## src/rtl/vga_if.sv

```systemverilog
// Pixel-side bundle between the VGA raster timing generator and the screen logic
// that renders RGB565 for the published coordinate, plus the registered DAC outputs.
interface vga_if;
    logic [15:0] pix_data;
    logic [9:0]  pix_x;
    logic [9:0]  pix_y;
    logic        pix_valid;
    logic        hsync;
    logic        vsync;
    logic        de;
    logic [15:0] rgb;
    logic        frame_start;

    modport master (
        input  pix_data,
        output pix_x, pix_y, pix_valid, hsync, vsync, de, rgb, frame_start
    );

    modport slave (
        output pix_data,
        input  pix_x, pix_y, pix_valid, hsync, vsync, de, rgb, frame_start
    );
endinterface

```

## src/rtl/vga_timing_gen.sv

```systemverilog
// VGA raster timing (default 640x480@60): free-running h/v counters, combinational
// pixel coordinate for the screen logic, and one aligned output register stage.
module vga_timing_gen #(
    parameter int         H_SYNC   = 96,
    parameter int         H_BACK   = 48,
    parameter int         H_VALID  = 640,
    parameter int         H_FRONT  = 16,
    parameter int         V_SYNC   = 2,
    parameter int         V_BACK   = 33,
    parameter int         V_VALID  = 480,
    parameter int         V_FRONT  = 10,
    parameter logic       SYNC_POL = 1'b0
) (
    input  logic  vga_clk,
    input  logic  sys_rst_n,
    vga_if.master vga
);
    // Both totals must fit the 10-bit counters (<= 1024).
    localparam int H_TOTAL = H_SYNC + H_BACK + H_VALID + H_FRONT;
    localparam int V_TOTAL = V_SYNC + V_BACK + V_VALID + V_FRONT;
    localparam int HA      = H_SYNC + H_BACK;
    localparam int VA      = V_SYNC + V_BACK;

    logic [9:0]  r_cnt_h;
    logic [9:0]  r_cnt_v;
    logic        r_hsync;
    logic        r_vsync;
    logic        r_de;
    logic [15:0] r_rgb;
    logic        r_frame_start;

    logic        w_h_end;
    logic        w_v_end;
    logic        w_pix_valid;

    assign w_h_end = (r_cnt_h == 10'(H_TOTAL - 1));
    assign w_v_end = (r_cnt_v == 10'(V_TOTAL - 1));

    // NOTE: sequential state uses non-blocking assignments so every register
    // samples pre-edge values and simulation matches the synthesized flops.
    always_ff @(posedge vga_clk) begin
        if (!sys_rst_n) begin
            r_cnt_h <= '0;
            r_cnt_v <= '0;
        end else if (w_h_end) begin
            r_cnt_h <= '0;
            r_cnt_v <= w_v_end ? '0 : r_cnt_v + 10'd1;
        end else begin
            r_cnt_h <= r_cnt_h + 10'd1;
        end
    end

    assign w_pix_valid = (r_cnt_h >= 10'(HA)) && (r_cnt_h < 10'(HA + H_VALID)) &&
                         (r_cnt_v >= 10'(VA)) && (r_cnt_v < 10'(VA + V_VALID));

    assign vga.pix_valid = w_pix_valid;
    assign vga.pix_x     = w_pix_valid ? r_cnt_h - 10'(HA) : 10'h3FF;
    assign vga.pix_y     = w_pix_valid ? r_cnt_v - 10'(VA) : 10'h3FF;

    // Single output stage so sync, enable and colour leave on the same edge;
    // the mux keeps pix_data (possibly X) out of rgb during blanking.
    always_ff @(posedge vga_clk) begin
        if (!sys_rst_n) begin
            r_hsync       <= ~SYNC_POL;
            r_vsync       <= ~SYNC_POL;
            r_de          <= 1'b0;
            r_rgb         <= 16'h0000;
            r_frame_start <= 1'b0;
        end else begin
            r_hsync       <= (r_cnt_h < 10'(H_SYNC)) ? SYNC_POL : ~SYNC_POL;
            r_vsync       <= (r_cnt_v < 10'(V_SYNC)) ? SYNC_POL : ~SYNC_POL;
            r_de          <= w_pix_valid;
            r_rgb         <= w_pix_valid ? vga.pix_data : 16'h0000;
            r_frame_start <= (r_cnt_h == 10'd0) && (r_cnt_v == 10'd0);
        end
    end

    assign vga.hsync       = r_hsync;
    assign vga.vsync       = r_vsync;
    assign vga.de          = r_de;
    assign vga.rgb         = r_rgb;
    assign vga.frame_start = r_frame_start;
endmodule

```

## src/flat_wrapper.sv

```systemverilog
// flat-port wrapper written by rule: the top's interface ports become plain ports
module vga_timing_gen_flat 
#(
    parameter int         H_SYNC   = 96,
    parameter int         H_BACK   = 48,
    parameter int         H_VALID  = 640,
    parameter int         H_FRONT  = 16,
    parameter int         V_SYNC   = 2,
    parameter int         V_BACK   = 33,
    parameter int         V_VALID  = 480,
    parameter int         V_FRONT  = 10,
    parameter logic       SYNC_POL = 1'b0
)
  (vga_clk, sys_rst_n, vga_pix_data, vga_pix_x, vga_pix_y, vga_pix_valid, vga_hsync, vga_vsync, vga_de, vga_rgb, vga_frame_start);
  vga_if vga_i ();
  input  logic vga_clk;
  input  logic sys_rst_n;
  input wire logic [$bits(vga_i.pix_data)-1:0] vga_pix_data;
  output wire logic [$bits(vga_i.pix_x)-1:0] vga_pix_x;
  output wire logic [$bits(vga_i.pix_y)-1:0] vga_pix_y;
  output wire logic [$bits(vga_i.pix_valid)-1:0] vga_pix_valid;
  output wire logic [$bits(vga_i.hsync)-1:0] vga_hsync;
  output wire logic [$bits(vga_i.vsync)-1:0] vga_vsync;
  output wire logic [$bits(vga_i.de)-1:0] vga_de;
  output wire logic [$bits(vga_i.rgb)-1:0] vga_rgb;
  output wire logic [$bits(vga_i.frame_start)-1:0] vga_frame_start;
  assign vga_i.pix_data = vga_pix_data;
  assign vga_pix_x = vga_i.pix_x;
  assign vga_pix_y = vga_i.pix_y;
  assign vga_pix_valid = vga_i.pix_valid;
  assign vga_hsync = vga_i.hsync;
  assign vga_vsync = vga_i.vsync;
  assign vga_de = vga_i.de;
  assign vga_rgb = vga_i.rgb;
  assign vga_frame_start = vga_i.frame_start;
  vga_timing_gen #(.H_SYNC(H_SYNC), .H_BACK(H_BACK), .H_VALID(H_VALID), .H_FRONT(H_FRONT), .V_SYNC(V_SYNC), .V_BACK(V_BACK), .V_VALID(V_VALID), .V_FRONT(V_FRONT), .SYNC_POL(SYNC_POL)) u_core (.vga_clk(vga_clk), .sys_rst_n(sys_rst_n), .vga(vga_i));
endmodule
```

## config.mk

```make
export PLATFORM = sky130hd
export DESIGN_NAME = vga_timing_gen_flat
export DESIGN_NICKNAME = d
export VERILOG_FILES = /design/src/rtl/vga_if.sv /design/src/rtl/vga_timing_gen.sv /design/src/flat_wrapper.sv
export SDC_FILE = /design/constraint.sdc
export NUM_CORES = 1
export LEC_CHECK = 0
export ABC_AREA = 1
export BUFFER_PORTS_ARGS = -buffer_cell sky130_fd_sc_hd__buf_2
export CAP_MARGIN = 20
export CORE_MARGIN = 3
export CORE_UTILIZATION = 50
export CTS_CLUSTER_DIAMETER = 120
export DETAILED_ROUTE_END_ITERATION = 8
export GPL_TIMING_DRIVEN = 0
export PLACE_DENSITY = 0.75
export REMOVE_ABC_BUFFERS = 1
export SYNTH_ARGS = -nofsm -noshare
export SYNTH_HDL_FRONTEND = slang
export SYNTH_SLANG_ARGS = --single-unit
```

## constraint.sdc

```tcl
create_clock -name vga_clk -period 2.95 [get_ports vga_clk]
set_input_delay 0.1475 -clock vga_clk [delete_from_list [all_inputs] [get_ports vga_clk]]
set_output_delay 0.1475 -clock vga_clk [all_outputs]
set_load 0.02 [all_outputs]
```

==> results.sh, run 1 <==
export IMPL_status="complete, no violations"
export IMPL_syn_to_final_growth_pct=21.48
export IMPL_ys_ff_latch=40
export IMPL_grt_pass1_vias=1739
export IMPL_drt_vias_per_instance=4.817
export IMPL_place_ws_ps=768.2
export IMPL_htreeDepth=2
export IMPL_dr_wl_met2_um=1795
export IMPL_gp_congestion=0.8722
export IMPL_io_pins=59
export IMPL_clockBufferDepth=2
export IMPL_setup_tns_ps=0
export IMPL_cts_sinks=40
export IMPL_hold_violations=0
export IMPL_die_area_mm2=0.004944
export IMPL_coreArea_mm2=0.003826
export IMPL_cts_setup_buffers=0
export IMPL_critPathMaxFanout=22
export IMPL_slew_viol_final=0
export IMPL_cts_tree="built"
export IMPL_cts_resized=0
export IMPL_relSlewSlack_pct=65.31
export IMPL_synthCells=290
export IMPL_cp_top_family="simple AND/OR/NAND/NOR gates"
export IMPL_critPathArrivalTime_ps=2180
export IMPL_end_kind="primary output"
export IMPL_cts_root_buffer_cell="clkbuf_8"
export IMPL_die_y_um=70.32
export IMPL_die_w_um=70.32
export IMPL_ys_warn_count=0
export IMPL_slowest_stage="nor2_4"
export IMPL_syn_avg_cell_area_um2=7.132
export IMPL_skew_ps=6.676
export IMPL_start_util_pct=54.05
export IMPL_cp_cell_sequence="ha_1 > nor2_1 > nand2_1 > nand2_1 > nand2_1 > nand3_1 > nor2_4 > nand3_1 > buf_2"
export IMPL_drt_iter0_markers=98
export IMPL_cts_hold_buf=0
export IMPL_rsz0062_at_grt="no"
export IMPL_n_antenna_cell=0
export IMPL_tightestPinTransition_ps=519.1
export IMPL_drt_wirelength_per_cell_um=10.62
export IMPL_track_usage_pct=17.96
export IMPL_maxCapViolCount=0
export IMPL_maxUsedRoutingLayer="met4"
export IMPL_wl_met3_um=358
export IMPL_fin_ws_ps=618.8
export IMPL_finalPower_uw=1111
export IMPL_whs_ps=67.56
export IMPL_power_leakage_uw=0.001285
export IMPL_ys_types=24
export IMPL_max_freq_ghz=0.4290
export IMPL_grt_start_max_net_pins=23
export IMPL_power_density_mw_per_mm2=442.1
export IMPL_vias=1917
export IMPL_first_pass_iters=4
export IMPL_grt_antenna_before_repair=0
export IMPL_clk_pin_slew_ps=70
export IMPL_route_detailed_drc=0
export IMPL_drt_total_wl_um=4227
export IMPL_hpwl_um=3241
export IMPL_fillCellCount=356
export IMPL_fin_crit_sh_pct=79.02
export IMPL_ir_drop_v=0.0004137
export IMPL_overflow=0
export IMPL_worst_setup_path_start_kind="flip-flop"
export IMPL_path_buf_inv=1
export IMPL_setup_viol=0
export IMPL_cp_common_cell="nand2_1"
export IMPL_finalCriticalPeriod_ps=2331
export IMPL_finalInstanceArea_mm2=0.002512
export IMPL_grt_pass1_wl_um=7362
export IMPL_cts_buffers=5
export IMPL_drive_gt1_share_pct=24.86
export IMPL_yosysSeqAreaShare_pct=38.72
export IMPL_place_area_mm2=0.002384
export IMPL_antenna_left=0
export IMPL_synth_area_mm2=0.002068
export IMPL_cp_required_ps=2800
export IMPL_rows=22
export IMPL_max_stage_delay_ps=430
export IMPL_fin_nets=376
export IMPL_m1WireLength_um=2019
export IMPL_numPortBuffers=58
export IMPL_insertion_delay_ps=290
export IMPL_crit_type="reg2out"
export IMPL_hp_class="in2reg"
[synth_stat cells]
library cell | count | area, um^2
nor3_4 | 1 | 16.27
nand3b_1 | 1 | 7.510
inv_2 | 6 | 22.52
nor2_1 | 34 | 127.6
nor4_1 | 1 | 6.260
inv_1 | 45 | 168.9
o22ai_1 | 1 | 6.260
buf_8 | 1 | 15.01
nor2_2 | 1 | 6.260
a21oi_1 | 9 | 45.04
o21a_1 | 1 | 7.510
buf_2 | 4 | 20.02
nand3_1 | 19 | 95.09
nor2_4 | 12 | 135.1
nand4_1 | 7 | 43.79
o21ai_0 | 8 | 40.04
nor3_1 | 3 | 15.01
xor2_1 | 9 | 78.83
nand2_4 | 1 | 11.26
ha_1 | 8 | 100.1
nor3b_1 | 1 | 7.510
dfxtp_1 | 40 | 800.8
nand2_1 | 76 | 285.3
or2_2 | 1 | 6.260
[placed cells by master, fill, tap and decap left out, types with 2 or more instances in the layout]
cell type / count
xor2_1: 9
ha_1: 8
nor2_4: 12
inv_2: 6
dfxtp_1: 40
nand3_1: 19
bufinv_16: 2
nand2_1: 76
nand4_1: 7
inv_1: 45
nor2_1: 34
a21oi_1: 9
buf_2: 58
clkbuf_8: 5
o21ai_0: 8
nor3_1: 3
[worst reg2reg max path: stages (launching register included)]
cell	delay, ps
dfxtp_1	380
ha_1	290
nor2_1	60
nand2_1	90
nand2_1	130
nand2_1	90
nand3_1	110
nor2_4	430
nand2_4	330
nor2_1	180
[final timing paths]
kind / cells after the start / to / from / slack [ps]
max: 9 / vga_pix_y[3] / u_core.r_cnt_v[0] / 620
min: 3 / u_core.vga.rgb[14] / vga_pix_data[14] / 70
max reg2reg: 9 / u_core.vga.rgb[15] / u_core.r_cnt_v[0] / 770
min reg2reg: 1 / u_core.r_cnt_h[0] / u_core.r_cnt_h[0] / 470
[metal layers]
metal	vias up	GRT usage, %
li1	1000	-
met5	-	0
met1	854	23.00
met4	0	5.957
met3	7	6.187
met2	56	28.07
[stage by stage]
stage                     std cells  utilization (%)
after floorplan                 285                -
after global placement          391            62.30
after detailed placement        391            62.30
after CTS                       398            65.66
after global routing            398            65.66
final                           398            65.66
[kinds of logic (layout without fill, tap and decap cells)]
kind of cell | count (synthesis) | count (layout) | synth area share [%]
simple gates | 158 | 158 | 36.90
xor+xnor | 9 | 9 | 3.811
compound gates | 19 | 19 | 4.779
fa+ha+maj | 8 | 8 | 4.840
buf+inv | 56 | 116 | 10.95
flops | 40 | 40 | 38.72
[area by class of cell]
| cell class | instances | area (um^2) | area share (%) |
|---|---|---|---|
| multi-input cells | 194 | 1041 | 41.43 |
| flip-flops and latches | 40 | 800.8 | 31.87 |
| repair buffers | 58 | 290.3 | 11.55 |
| inverters | 51 | 191.4 | 7.620 |
| clock buffers | 5 | 68.82 | 2.739 |
| clock inverters | 2 | 60.06 | 2.390 |
| well taps | 48 | 60.06 | 2.390 |
[where the power goes]
group | internal [uW] | switching (uW)
Combinational | 17.8 | 27.4
Sequential | 546 | 3.53
Clock | 333 | 183
[flip-flops by register name, summed over array words and instances (netlist names)]
signal,flops
u_core.vga.hsync,1
u_core.r_cnt_h,10
u_core.vga.vsync,1
u_core.vga.de,1
u_core.vga.frame_start,1
u_core.vga.rgb,16
u_core.r_cnt_v,10
Note: power is estimated with default switching activity, not from simulation.
==> run 2: changes to the inputs <==
--- a/config.mk
+++ b/config.mk
@@ -5,15 +5,15 @@
 export SDC_FILE = /design/constraint.sdc
 export NUM_CORES = 1
 export LEC_CHECK = 0
-export ABC_AREA = 1
+export ABC_AREA = 0
 export BUFFER_PORTS_ARGS = -buffer_cell sky130_fd_sc_hd__buf_2
 export CAP_MARGIN = 20
 export CORE_MARGIN = 3
-export CORE_UTILIZATION = 50
+export CORE_UTILIZATION = 46
 export CTS_CLUSTER_DIAMETER = 120
 export DETAILED_ROUTE_END_ITERATION = 8
 export GPL_TIMING_DRIVEN = 0
-export PLACE_DENSITY = 0.75
+export PLACE_DENSITY = 0.73
 export REMOVE_ABC_BUFFERS = 1
 export SYNTH_ARGS = -nofsm -noshare
 export SYNTH_HDL_FRONTEND = slang
==> constraint.sdc (replaced) <==
create_clock -name vga_clk -period 2 [get_ports vga_clk]
set_input_delay 0.1 -clock vga_clk [delete_from_list [all_inputs] [get_ports vga_clk]]
set_output_delay 0.1 -clock vga_clk [all_outputs]
set_load 0.02 [all_outputs]
==> run 2 against run 1 <==
The run now ends with negative setup slack left. Die area up 3.0%. Non-clock buffer count up 22. Area after synthesis is 5.0% lower. Via count is 1.9% lower. Sequential cell count is the same. Global-route usage increased by 1.5 points. Register-to-register slack lost 1000 ps. Utilization rose by 4.7 points. Clock skew grew 0.53 ps. Count of clock-buffer cells in the layout is the same. Combinational power increased by 70%. First-iteration DRC count up 3.1%. Critical path type unchanged. Largest power group unchanged.
==> results.sh, run 2 <==
export IMPL_status="finished with violations"
export IMPL_violations="negative setup slack"
export IMPL_final_cell_mix="43 x buf_2, 29 x dfxtp_1, 25 x nand2_1"
export IMPL_end_kind="primary output"
export IMPL_htreeDepth=2
export IMPL_yosysMostFrequentCell="dfxtp_1"
export IMPL_clk_pin_slew_ps=80
export IMPL_power_leakage_uw=0.001262
export IMPL_critPathArrivalTime_ps=2210
export IMPL_start_util_pct=48.41
export IMPL_cp_cell_sequence="or4_4 > o31a_1 > nor4_4 > buf_6 > buf_8 > o211ai_1 > buf_4"
export IMPL_fin_crit_sh_pct=115.6
export IMPL_ys_flop_type="dfxtp_1"
export IMPL_ir_drop_v=0.0003195
export IMPL_coreArea_mm2=0.004058
export IMPL_cts_tree="built"
export IMPL_use_met1_pct=25.44
export IMPL_cts_sinks=40
export IMPL_fin_cells=349
export IMPL_yosys_area_top_type_share_pct=40.76
export IMPL_place_area_mm2=0.002242
export IMPL_yosysSeqAreaShare_pct=40.76
export IMPL_finalCriticalPeriod_ps=2313
export IMPL_finalInstanceArea_mm2=0.002855
export IMPL_die_y_um=71.35
export IMPL_syn_to_final_growth_pct=45.35
export IMPL_drt_wirelength_per_cell_um=14.89
export IMPL_use_met2_pct=31.22
export IMPL_overflow=0
export IMPL_cp_depth=7
export IMPL_cts_buffers=5
export IMPL_ys_ff_latch=40
export IMPL_largest_reg_flops=16
export IMPL_synth_edf_count=0
export IMPL_n_antenna_cell=0
export IMPL_tightestPinTransition_ps=457.2
export IMPL_hpwl_um=3098
export IMPL_whs_ps=40.93
export IMPL_r2r_end="u_core.r_cnt_v[2]"
export IMPL_grt_pass1_vias=1677
export IMPL_hp_class="in2reg"
export IMPL_ys_warn_count=0
export IMPL_io_pins=59
export IMPL_syn_avg_cell_area_um2=8.578
export IMPL_first_pass_iters=4
export IMPL_clockBufferDepth=2
export IMPL_drt_vias_per_instance=5.390
export IMPL_r2r_start="u_core.r_cnt_v[5]"
export IMPL_antenna_left=0
export IMPL_max_freq_ghz=0.4323
export IMPL_fin_nets=324
export IMPL_drt_total_wl_um=5198
export IMPL_crit_type="reg2out"
export IMPL_max_stage_delay_ps=530
export IMPL_critPathMaxFanout=5
export IMPL_setup_tns_ps=-7504
export IMPL_ys_top_cells_by_count="40 x dfxtp_1, 28 x nand2_1, 19 x nor2_1, 18 x and3_1, 16 x xnor2_1"
export IMPL_power_density_mw_per_mm2=544.4
export IMPL_synthTopCellsByArea="dfxtp_1 41%, xnor2_1 7.1%, and3_1 5.7%, nand2_1 5.4%, ha_1 5.1%"
export IMPL_cp_top_family="simple AND/OR/NAND/NOR gates"
export IMPL_critical_path_startpoint="u_core.r_cnt_v[5]"
export IMPL_synth_area_mm2=0.001964
export IMPL_insertion_delay_ps=290
export IMPL_relSlewSlack_pct=69.48
export IMPL_fin_ws_ps=-313.0
export IMPL_worst_setup_path_start_kind="flip-flop"
export IMPL_maxCapViolCount=0
export IMPL_vias=1881
export IMPL_worst_r2r_setup_slack_ps=-260
export IMPL_use_met3_pct=3.787
export IMPL_layout_commonest_cell="buf_2"
export IMPL_slew_viol_final=0
export IMPL_die_area_mm2=0.005091
export IMPL_rows=23
export IMPL_ys_types=38
export IMPL_synthArstFlopShare_pct=0
export IMPL_slowest_stage="or4_4"
export IMPL_cts_root_buffer_cell="clkbuf_8"
export IMPL_grt_pass1_wl_um=7907
export IMPL_fillCellCount=302
export IMPL_yosysTopAreaCell="dfxtp_1"
export IMPL_hold_violations=0
export IMPL_cp_required_ps=1900
export IMPL_synthCells=229
export IMPL_skew_ps=7.210
export IMPL_grt_start_max_net_pins=27
export IMPL_path_buf_inv=3
export IMPL_dp_cells=320
export IMPL_grt_antenna_before_repair=0
export IMPL_cts_hold_buf=0
export IMPL_drt_iter0_markers=101
export IMPL_gp_congestion=0.8276
export IMPL_track_usage_pct=19.42
export IMPL_rsz0062_at_grt="yes"
export IMPL_numPortBuffers=58
export IMPL_crit_end="vga_pix_y[4]"
export IMPL_setup_viol=45
export IMPL_drive_gt1_share_pct=41.47
export IMPL_worstRegToRegCells=6
export IMPL_route_detailed_drc=0
export IMPL_die_w_um=71.35
export IMPL_busiest_layer="met2"
## run 2: cell count changes after synthesis, moves of 12 or more
cell     previous run  this run
nand2_1            76        28
and3_1              0        18
xnor2_1             0        16
nor2_4             12         0
inv_1              45         8
nor2_1             34        19
## run 2: how the worst min path moves through the flow
stage | startpoint | endpoint | slack, ps | cells after the start
floorplan | sys_rst_n | u_core.vga.vsync | 180 | 1
global placement | vga_pix_data[1] | u_core.vga.rgb[1] | 330 | 2
detailed placement | vga_pix_data[13] | u_core.vga.rgb[13] | 340 | 2
CTS | vga_pix_data[1] | u_core.vga.rgb[1] | 30 | 2
global route | vga_pix_data[7] | u_core.vga.rgb[7] | 30 | 2
finish | vga_pix_data[1] | u_core.vga.rgb[1] | 40 | 2
## run 2: per-stage QoR
step                setup slack, ps  total power, uW  utilization (%)
floorplan                    -717.5            856.4                -
global placement              -1045            888.5            54.89
detailed placement           -617.6            889.3            55.26
CTS                          -410.1             1555            66.42
global route                 -353.5             1600            70.37
finish                       -313.0             1555            70.37
## run 2: report_power, final
group,leakage [uW],internal (uW),total (uW),switching [uW]
sequential,0.000330,799,808,9.30
combinational,0.000877,38.3,76.8,38.6
clock,0.0000548,376,670,294
total,0.00126,1210,1550,341
## run 2: layout make-up
class                      instances  area (um^2)  share of cell area (%)
sequential                        40        827.0                   28.97
timing repair buffer              80        613.1                   21.47
tap                               50        62.56                   2.191
inverter                           8        30.03                   1.052
clock buffer                       5        68.82                   2.410
clock inverter                     3        46.29                   1.621
multi-input combinational        163         1207                   42.29
## run 2: layer usage
layer	vias up	share of wire (%)
met5	-	0
met3	6	7.9
met4	0	1.3
met2	88	48
met1	869	43
li1	918	-
## run 2: cell families (layout without fill, tap and decap cells)
kind of cell	count (synthesis)	after routing	synth area share, %
adders and majority gates	8	8	5.096
xor gates and xnor gates	22	22	9.809
and+or+nand+nor	114	114	31.46
AOI/OAI and AO/OA	19	19	6.751
buffers and inverters	26	96	6.115
DFF	40	40	40.76
## run 2: repair_timing
item	CTS	global route
endpoints found under the setup margin	46	40
setup buffers	10	9
cloned	2	0
pin swaps	7	18
gates resized for setup	56	26
==> run 3: changes to the inputs <==
--- a/config.mk
+++ b/config.mk
@@ -15,6 +15,7 @@
 export GPL_TIMING_DRIVEN = 0
 export PLACE_DENSITY = 0.73
 export REMOVE_ABC_BUFFERS = 1
+export SETUP_SLACK_MARGIN = 0.1
 export SYNTH_ARGS = -nofsm -noshare
 export SYNTH_HDL_FRONTEND = slang
 export SYNTH_SLANG_ARGS = --single-unit
==> run 3 against run 2 <==
The run still ends with negative setup slack left. Cell area is 0.57% higher. Hold slack worse by 3.3 ps. Count of clock-buffer cells in the layout stayed put. Global-route usage hardly changed. Clock skew hardly changed. Final cell count is 0.29% higher. Sequential power hardly changed. Register-to-register slack better by 110 ps. Clock power hardly changed. Utilization is 0.40 points higher. Combinational power is 0.5% lower. Worst setup slack worse by 16 ps. Highest routed layer unchanged.
==> results.sh, run 3 (same netlist as run 2, synthesis figures left out) <==
export IMPL_status="finished with violations"
export IMPL_violations="negative setup slack"
export IMPL_fin_crit_sh_pct=116.4
export IMPL_whs_ps=37.58
export IMPL_cts_root_buffer_cell="clkbuf_8"
export IMPL_critPathMaxFanout=5
export IMPL_grt_pass1_vias=1669
export IMPL_cts_buffers=5
export IMPL_die_y_um=71.35
export IMPL_finalInstanceArea_mm2=0.002872
export IMPL_dr_wl_met2_um=2391
export IMPL_ir_drop_v=0.0003301
export IMPL_drt_vias_per_instance=5.374
export IMPL_die_area_mm2=0.005091
export IMPL_relSlewSlack_pct=67.63
export IMPL_critPathArrivalTime_ps=2230
export IMPL_cts_tree="built"
export IMPL_drive_gt1_share_pct=43.67
export IMPL_cp_required_ps=1900
export IMPL_layout_commonest_cell="buf_2"
export IMPL_grt_pass1_wl_um=7893
export IMPL_n_antenna_cell=0
export IMPL_crit_type="reg2out"
export IMPL_end_kind="primary output"
export IMPL_first_pass_iters=4
export IMPL_maxUsedRoutingLayer="met4"
export IMPL_cts_sinks=40
export IMPL_io_pins=59
export IMPL_finalCriticalPeriod_ps=2329
export IMPL_m1WireLength_um=2264
export IMPL_route_detailed_drc=0
export IMPL_gp_congestion=0.8276
export IMPL_insertion_delay_ps=290
export IMPL_cp_top_family="simple AND/OR/NAND/NOR gates"
export IMPL_syn_to_final_growth_pct=46.18
export IMPL_hold_violations=0
export IMPL_fin_ws_ps=-328.5
export IMPL_power_density_mw_per_mm2=540.2
export IMPL_overflow=0
export IMPL_setup_viol=38
export IMPL_fillCellCount=306
export IMPL_cp_cell_sequence="or4_4 > o31a_1 > nor4_4 > buf_6 > buf_8 > o211ai_1 > buf_4"
export IMPL_die_w_um=71.35
export IMPL_worst_setup_path_start_kind="flip-flop"
export IMPL_hpwl_um=3098
export IMPL_drt_iter0_markers=103
export IMPL_max_stage_delay_ps=530
export IMPL_fin_nets=325
export IMPL_clk_pin_slew_ps=80
export IMPL_skew_ps=6.885
export IMPL_hp_class="in2reg"
export IMPL_final_cell_mix="46 x buf_2, 29 x dfxtp_1, 25 x nand2_1"
export IMPL_grt_start_max_net_pins=27
export IMPL_rsz0062_at_grt="yes"
export IMPL_vias=1881
export IMPL_clockBufferDepth=2
export IMPL_antenna_left=0
export IMPL_finalPower_uw=1551
export IMPL_path_buf_inv=3
export IMPL_slowest_stage="or4_4"
export IMPL_largest_reg_flops=16
export IMPL_start_util_pct=48.41
export IMPL_htreeDepth=2
export IMPL_rows=23
export IMPL_coreArea_mm2=0.004058
export IMPL_maxCapViolCount=0
export IMPL_tightestPinTransition_ps=484.9
export IMPL_drt_total_wl_um=5175
export IMPL_drt_wirelength_per_cell_um=14.79
export IMPL_numPortBuffers=58
export IMPL_power_leakage_uw=0.001258
export IMPL_max_freq_ghz=0.4295
export IMPL_slew_viol_final=0
export IMPL_wl_met3_um=415
export IMPL_grt_antenna_before_repair=0
export IMPL_place_area_mm2=0.002242
export IMPL_track_usage_pct=19.43
==> run 3: worst reg2reg max path, stage by stage (launching register included) <==
cell and delay, ps:
dfxtp_4 350, or4_4 530, o31a_1 310, nor4_4 170, buf_6 190, buf_4 130, bufbuf_16 250, and3_4 170
==> run 3: final cells by class <==
cell class	instances	area (um^2)	area share (%)
sequential	40	829.5	28.89
tap	50	62.56	2.179
timing repair buffer	81	609.3	21.22
clock buffer	5	68.82	2.397
clock inverter	3	46.29	1.612
inverter	8	30.03	1.046
multi-input combinational	163	1225	42.66
==> run 3: path summary, 6_finish.rpt <==
kind                     start                 end  slack (ps)  depth (start not counted)
max          u_core.r_cnt_v[5]        vga_pix_y[4]        -330                          7
max reg2reg  u_core.r_cnt_v[5]  u_core.vga.rgb[15]        -150                          7
min reg2reg  u_core.r_cnt_h[0]   u_core.r_cnt_h[0]         470                          1
min           vga_pix_data[14]  u_core.vga.rgb[14]          40                          2
==> run 3: where the power goes <==
| part | total, uW | switching, uW | internal, uW |
|---|---|---|---|
| clock | 667 | 291 | 376 |
| sequential | 808 | 9.21 | 799 |
| combinational | 76.4 | 38.2 | 38.2 |
| total | 1550 | 338 | 1210 |
==> run 3: metrics by stage <==
step / util, % / setup TNS [ps] / cells / setup WS [ps]
finish: 70.77 / -7113 / 350 / -328.5
global route: 70.77 / -8954 / 350 / -364.3
CTS: 67.16 / -9219 / 342 / -410.1
detailed placement: 55.26 / -17120 / 320 / -617.6
global placement: 54.89 / -31340 / 319 / -1045
floorplan: - / -15850 / 211 / -717.5
==> run 3: per-layer routing <==
metal  track usage [%]  vias to the layer above
met1             25.37                      857
met2             31.63                       92
li1                  -                      920
met4             7.516                        0
met3             3.787                       12
met5                 0                        -
==> run 3: what timing repair did <==
action	4_1_cts	5_1_grt
hold buffers	0	0
endpoints found under the setup margin	53	48
gates cloned	2	0
pin swaps	14	8
hold endpoints to repair	0	0
setup buffers	12	8
resized for setup	58	28
